[src/rtl/fetch_stage_if.sv]
// Bundle between the IF stage and its surroundings: hazard/decode controls,
// instruction memory port, the IF/ID register contents and fetch status.
interface fetch_stage_if #(
  parameter int IMEM_AW = 6
);
  logic               stall_f;
  logic               flush_d;
  logic               redirect;
  logic [31:0]        redirect_pc;
  logic [31:0]        imem_rd;
  logic [IMEM_AW-1:0] imem_addr;
  logic [31:0]        pc_f;
  logic [31:0]        instr_d;
  logic [31:0]        pc_plus4_d;
  logic               valid_d;
  logic               halted;
  logic               misalign_err;
  logic [31:0]        fetch_count;
  logic               fsm_state;    // debug view of the fetch FSM: 0 = RUN, 1 = HALT

  modport slave (
    input  stall_f, flush_d, redirect, redirect_pc, imem_rd,
    output imem_addr, pc_f, instr_d, pc_plus4_d, valid_d, halted,
           misalign_err, fetch_count, fsm_state
  );

  modport master (
    output stall_f, flush_d, redirect, redirect_pc, imem_rd,
    input  imem_addr, pc_f, instr_d, pc_plus4_d, valid_d, halted,
           misalign_err, fetch_count, fsm_state
  );
endinterface

[src/rtl/fetch_stage.sv]
// IF stage: PC register, instruction memory addressing and the IF/ID
// pipeline register, with a RUN/HALT fetch FSM that freezes on a syscall word.
module fetch_stage #(
  parameter logic [31:0] RESET_PC   = 32'h0000_0000,
  parameter int          IMEM_AW    = 6,
  parameter logic [31:0] HALT_INSTR = 32'h0000_000C
) (
  input  logic          clk,
  input  logic          reset,
  fetch_stage_if.slave  bus
);

  typedef enum logic [0:0] {
    RUN  = 1'b0,
    HALT = 1'b1
  } state_t;

  state_t      state;
  logic [31:0] pc_next_seq;
  logic [31:0] redirect_target;
  logic        redirect_misaligned;

  assign pc_next_seq         = bus.pc_f + 32'd4;
  assign redirect_target     = {bus.redirect_pc[31:2], 2'b00};
  assign redirect_misaligned = (bus.redirect_pc[1:0] != 2'b00);
  assign bus.imem_addr       = bus.pc_f[IMEM_AW+1:2];
  assign bus.fsm_state       = state;

  // Control priority each cycle: redirect beats flush_d beats stall_f beats a
  // normal fetch. A redirect always wins, even over a stall, since the
  // instruction being held belongs to a squashed path.
  always_ff @(posedge clk) begin
    if (reset) begin
      state            <= RUN;
      bus.pc_f         <= RESET_PC;
      bus.instr_d      <= 32'd0;
      bus.pc_plus4_d   <= 32'd0;
      bus.valid_d      <= 1'b0;
      bus.halted       <= 1'b0;
      bus.misalign_err <= 1'b0;
      bus.fetch_count  <= 32'd0;
    end else if (bus.redirect) begin
      state          <= RUN;
      bus.halted     <= 1'b0;
      bus.pc_f       <= redirect_target;
      bus.instr_d    <= 32'd0;
      bus.pc_plus4_d <= 32'd0;
      bus.valid_d    <= 1'b0;
      if (redirect_misaligned) begin
        bus.misalign_err <= 1'b1;
      end
    end else begin
      case (state)
        RUN: begin
          if (bus.flush_d) begin
            bus.instr_d    <= 32'd0;
            bus.pc_plus4_d <= 32'd0;
            bus.valid_d    <= 1'b0;
            if (!bus.stall_f) begin
              bus.pc_f <= pc_next_seq;
            end
          end else if (!bus.stall_f) begin
            bus.instr_d     <= bus.imem_rd;
            bus.pc_plus4_d  <= pc_next_seq;
            bus.valid_d     <= 1'b1;
            bus.pc_f        <= pc_next_seq;
            bus.fetch_count <= bus.fetch_count + 32'd1;
            if (bus.imem_rd == HALT_INSTR) begin
              state      <= HALT;
              bus.halted <= 1'b1;
            end
          end
        end
        HALT: begin
          // PC stays frozen; decode sees bubbles unless it is holding IF/ID.
          if (!bus.stall_f) begin
            bus.instr_d    <= 32'd0;
            bus.pc_plus4_d <= 32'd0;
            bus.valid_d    <= 1'b0;
          end
        end
        default: begin
          state <= RUN;
        end
      endcase
    end
  end

endmodule

[src/flat_wrapper.sv]
// flat-port wrapper written by rule: the top's interface ports become plain ports
module fetch_stage_flat 
#(
  parameter logic [31:0] RESET_PC   = 32'h0000_0000,
  parameter int          IMEM_AW    = 6,
  parameter logic [31:0] HALT_INSTR = 32'h0000_000C
)
  (clk, reset, bus_stall_f, bus_flush_d, bus_redirect, bus_redirect_pc, bus_imem_rd, bus_imem_addr, bus_pc_f, bus_instr_d, bus_pc_plus4_d, bus_valid_d, bus_halted, bus_misalign_err, bus_fetch_count, bus_fsm_state);
  fetch_stage_if #(.IMEM_AW(IMEM_AW)) bus_i ();
  input  logic clk;
  input  logic reset;
  input wire logic [$bits(bus_i.stall_f)-1:0] bus_stall_f;
  input wire logic [$bits(bus_i.flush_d)-1:0] bus_flush_d;
  input wire logic [$bits(bus_i.redirect)-1:0] bus_redirect;
  input wire logic [$bits(bus_i.redirect_pc)-1:0] bus_redirect_pc;
  input wire logic [$bits(bus_i.imem_rd)-1:0] bus_imem_rd;
  output wire logic [$bits(bus_i.imem_addr)-1:0] bus_imem_addr;
  output wire logic [$bits(bus_i.pc_f)-1:0] bus_pc_f;
  output wire logic [$bits(bus_i.instr_d)-1:0] bus_instr_d;
  output wire logic [$bits(bus_i.pc_plus4_d)-1:0] bus_pc_plus4_d;
  output wire logic [$bits(bus_i.valid_d)-1:0] bus_valid_d;
  output wire logic [$bits(bus_i.halted)-1:0] bus_halted;
  output wire logic [$bits(bus_i.misalign_err)-1:0] bus_misalign_err;
  output wire logic [$bits(bus_i.fetch_count)-1:0] bus_fetch_count;
  output wire logic [$bits(bus_i.fsm_state)-1:0] bus_fsm_state;
  assign bus_i.stall_f = bus_stall_f;
  assign bus_i.flush_d = bus_flush_d;
  assign bus_i.redirect = bus_redirect;
  assign bus_i.redirect_pc = bus_redirect_pc;
  assign bus_i.imem_rd = bus_imem_rd;
  assign bus_imem_addr = bus_i.imem_addr;
  assign bus_pc_f = bus_i.pc_f;
  assign bus_instr_d = bus_i.instr_d;
  assign bus_pc_plus4_d = bus_i.pc_plus4_d;
  assign bus_valid_d = bus_i.valid_d;
  assign bus_halted = bus_i.halted;
  assign bus_misalign_err = bus_i.misalign_err;
  assign bus_fetch_count = bus_i.fetch_count;
  assign bus_fsm_state = bus_i.fsm_state;
  fetch_stage #(.RESET_PC(RESET_PC), .IMEM_AW(IMEM_AW), .HALT_INSTR(HALT_INSTR)) u_core (.clk(clk), .reset(reset), .bus(bus_i));
endmodule
[config.mk]
export PLATFORM = sky130hd
export DESIGN_NAME = fetch_stage_flat
export DESIGN_NICKNAME = d
export VERILOG_FILES = /design/src/rtl/fetch_stage_if.sv /design/src/rtl/fetch_stage.sv /design/src/flat_wrapper.sv
export SDC_FILE = /design/constraint.sdc
export NUM_CORES = 1
export LEC_CHECK = 0
export CAP_MARGIN = 20
export CORE_AREA = 2 2 159 99
export CTS_BUF_LIST = sky130_fd_sc_hd__clkbuf_4 sky130_fd_sc_hd__clkbuf_8 sky130_fd_sc_hd__clkbuf_16
export DETAILED_ROUTE_END_ITERATION = 12
export DIE_AREA = 0 0 161 101
export GPL_TIMING_DRIVEN = 1
export PLACE_DENSITY = 0.84
export SYNTH_ARGS = -nofsm -noshare
export SYNTH_HDL_FRONTEND = slang
export SYNTH_SLANG_ARGS = --single-unit
[constraint.sdc]
create_clock -name clk -period 1.9 [get_ports clk]
set_input_delay 0.285 -clock clk [delete_from_list [all_inputs] [get_ports clk]]
set_output_delay 0.285 -clock clk [all_outputs]
set_load 0.02 [all_outputs]
==> impl_metrics.env, run 1 <==
export IMPL_die_height_um=101
export IMPL_clock_latency_ns=0.42
export IMPL_seq_area_um2=2566
export IMPL_vias=6025
export IMPL_finalHoldViolations=0
export IMPL_antenna_found_initial=0
export IMPL_drv_cap=0
export IMPL_async_flop_share_pct=0
export IMPL_grt_pass1_wl_um=30630
export IMPL_setup_violations=0
export IMPL_cts_root_buf="clkbuf_16"
export IMPL_synth_cell_types=47
export IMPL_ant_nets=0
export IMPL_place_congestion=0.8494
export IMPL_netlist_area_um2=5913
export IMPL_viasPerCell=5.172
export IMPL_dp_hpwl_um=14450
export IMPL_worstHoldPathType="input pin to flop"
export IMPL_ys_seq_area_share_pct=43.33
export IMPL_slowest_delay_ns=0.62
export IMPL_clk_path_buf_depth=2
export IMPL_n_fill_cell=1282
export IMPL_cp_start_kind="flop"
export IMPL_power_per_cell_area_nw_per_um2=731.1
export IMPL_grtUsageTotal_pct=24.05
export IMPL_relSlewSlack_pct=66.41
export IMPL_port_buffers=202
export IMPL_post_route_min_period_ns=1.858
export IMPL_die_width_um=161
export IMPL_hold_buffers=0
export IMPL_drtIter0Drc=424
export IMPL_post_route_drc_count=0
export IMPL_grt_max_degree=47
export IMPL_ys_flop_type="dfxtp_1"
export IMPL_finalPower_mw=6.765
export IMPL_crit_chain="buf_4, clkdlybuf4s50_1"
export IMPL_peakVddDrop_mv=0.5212
export IMPL_yosys_warnings=0
export IMPL_fmax_mhz=538.3
export IMPL_critPathSlowestCell="clkdlybuf4s50_1"
export IMPL_cts_buffers=17
export IMPL_design_area_um2=9253
export IMPL_h_tree_depth=4
export IMPL_core_area_um2=14890
export IMPL_p_leak_nw=3.478
export IMPL_clk_pin_slew_ns=0.06
export IMPL_std_cell_rows=35
export IMPL_initial_core_util_pct=39.71
export IMPL_cp_end_kind="output port"
export IMPL_path_class="flop to output port"
export IMPL_crit_fanout=5
export IMPL_slew_viol_final=0
export IMPL_setup_tns_ns=0
export IMPL_area_growth_pct=56.47
export IMPL_final_period_utilization_pct=97.78
export IMPL_multi_input_area_um2=3087
export IMPL_crit_required_ns=1.62
export IMPL_final_nets=1021
export IMPL_synth_largest_area_cell="dfxtp_1"
export IMPL_holdWs_ns=0.3008
export IMPL_syn_avg_cell_area_um2=8.484
export IMPL_synth_seq_cells=128
export IMPL_yosys_area_top_type_share_pct=43.33
export IMPL_place_area_um2=8655
export IMPL_synth_edff_count=0
export IMPL_synth_area_leaders="dfxtp_1 (43%), xor2_1 (8.1%), nor2_1 (6.7%), a22oi_1 (5.0%), xnor2_1 (3.9%)"
export IMPL_rsz0062_at_grt="true"
export IMPL_worst_pin_slew_ns=0.5038
export IMPL_drt_pre_antenna_iters=4
export IMPL_wl_um=19570
export IMPL_outcome="finished clean"
export IMPL_wl_per_cell_um=16.80
export IMPL_io_pins=207
export IMPL_dieArea_um2=16260
export IMPL_final_util_pct=62.14
export IMPL_final_setup_skew_ns=0.01071
export IMPL_critPathArrivalTime_ns=1.57
export IMPL_drive_gt1_share_pct=14.45
export IMPL_grt_pass1_vias=5691
export IMPL_gr_total_overflow=0
export IMPL_clock_sinks=128
export IMPL_diodes=0
export IMPL_syn_inst=697
export IMPL_cts_tree="yes"
==> Yosys cell counts, drive strengths merged (2+ instances only) <==
master,number
ha,2
nand2,60
nor4,18
nor2,108
o21a,3
nand3b,2
xnor2,26
and4,5
a311oi,4
and2,5
and3,15
xor2,55
nor3,16
clkbuf,37
nand4b,2
inv,9
a211oi,18
buf,21
or2,3
dfxtp,128
o21ai,28
a22oi,39
a21oi,14
or3,7
nand3,30
nand4,34
==> metrics by stage <==
step | cells | setup WS [ns]
6_report | 1165 | 0.04219
3_5_place_dp | 1133 | -0.3888
4_1_cts | 1164 | 0.005154
3_3_place_gp | 1133 | -0.3269
2_1_floorplan | 700 | 0.05385
5_1_grt | 1165 | -0.02320
==> repair_timing <==
action                     in CTS  in global routing
setup endpoints to repair       1                 15
setup buffers                   0                  1
pin swaps                       0                  1
gates resized for setup         1                  9
==> kinds of logic after synthesis <==
group	synth area share, %
and+or+nand+nor	26.41
other	0.06342
buffers and inverters	5.332
AOI/OAI and AO/OA	12.27
DFF	43.33
muxes	0.1693
adders and majority gates	0.4231
xor gates and xnor gates	12.00
==> worst paths after layout <==
check	slack, ns	cells after the start	end	start
worst min register to register	0.45	2	u_core.bus.pc_plus4_d[14]$_SDFFE_PP0P_	u_core.bus.pc_plus4_d[14]$_SDFFE_PP0P_
worst max register to register	0.07	5	u_core.bus.fetch_count[20]$_SDFFE_PP0P_	u_core.bus.fsm_state$_SDFF_PP0_
worst min-delay path	0.30	3	u_core.bus.instr_d[13]$_SDFFE_PP0P_	reset
worst max-delay path	0.04	2	bus_fetch_count[4]	u_core.bus.fetch_count[4]$_SDFFE_PP0P_
==> flip-flops by register name, summed over array words and instances (netlist names) <==
name and count:
u_core.bus.fetch_count 32, u_core.bus.instr_d 32, u_core.bus.misalign_err 1, u_core.bus.halted 1, u_core.bus.pc_plus4_d 30, u_core.bus.valid_d 1, u_core.bus.fsm_state 1, u_core.bus.pc_f 30
==> where the power goes <==
group          switching [mW]  total, mW  internal (mW)
combinational           0.439      0.864          0.425
sequential             0.0540       2.81           2.75
clock                    1.27       3.09           1.83
==> layout make-up <==
cell class                      count  area share (%)
Multi-Input combinational cell    505           33.36
Timing Repair Buffer              289           29.80
Sequential cell                   128           27.73
Clock buffer                       18           4.746
Tap cell                          203           2.745
Clock inverter                     13           1.244
Inverter                            9          0.3651
==> per-layer routing <==
layer  vias to the layer above  wire (um)  track usage [%]  share of wire [%]
met3                        24       1951            8.597                 10
met2                       257       8440            36.58                 43
met4                         0        293            6.456                1.5
li1                       2937          -                -                  -
met1                      2807       8885            32.44                 45
met5                         -          0                0                  0
==> cells in the final DEF, fill, tap and decap left out, types with 3 or more instances in the layout <==
master / count
buf_4: 81
clkinv_2: 4
clkinvlp_4: 4
clkbuf_16: 17
nor3_4: 3
buf_12: 6
or3_1: 6
a22oi_1: 39
and3_1: 15
nand3_1: 29
inv_1: 9
o21ai_0: 28
dfxtp_1: 125
nor2_1: 106
a211oi_1: 18
nor3_1: 10
nor3_2: 3
and2_1: 3
xor2_1: 55
nand2_1: 60
nor4_1: 15
conb_1: 4
o21a_1: 3
xnor2_1: 26
clkdlybuf4s50_1: 196
and4_1: 5
a21oi_1: 14
dlymetal6s2s_1: 5
a311oi_1: 4
nand4_1: 32
dfxtp_2: 3
==> worst max-delay path: cells and delay by family (launching register included) <==
kind	cells	cell delay (ns)
DFF	1	0.38
buffers and inverters	2	0.78
(Power assumes the default switching activity.)
==> run 2: changes to the inputs <==
GPL_ROUTABILITY_DRIVEN = 0   (was unset)
==> results of run 2 <==
The final DEF is identical to that of run 1; final timing and power are the same.
==> run 3: changes to the inputs <==
CAP_MARGIN = 10   (was 20)
TNS_END_PERCENT = 50   (was unset)
==> results of run 3 <==
The final DEF is identical to that of run 1; final timing and power are the same.
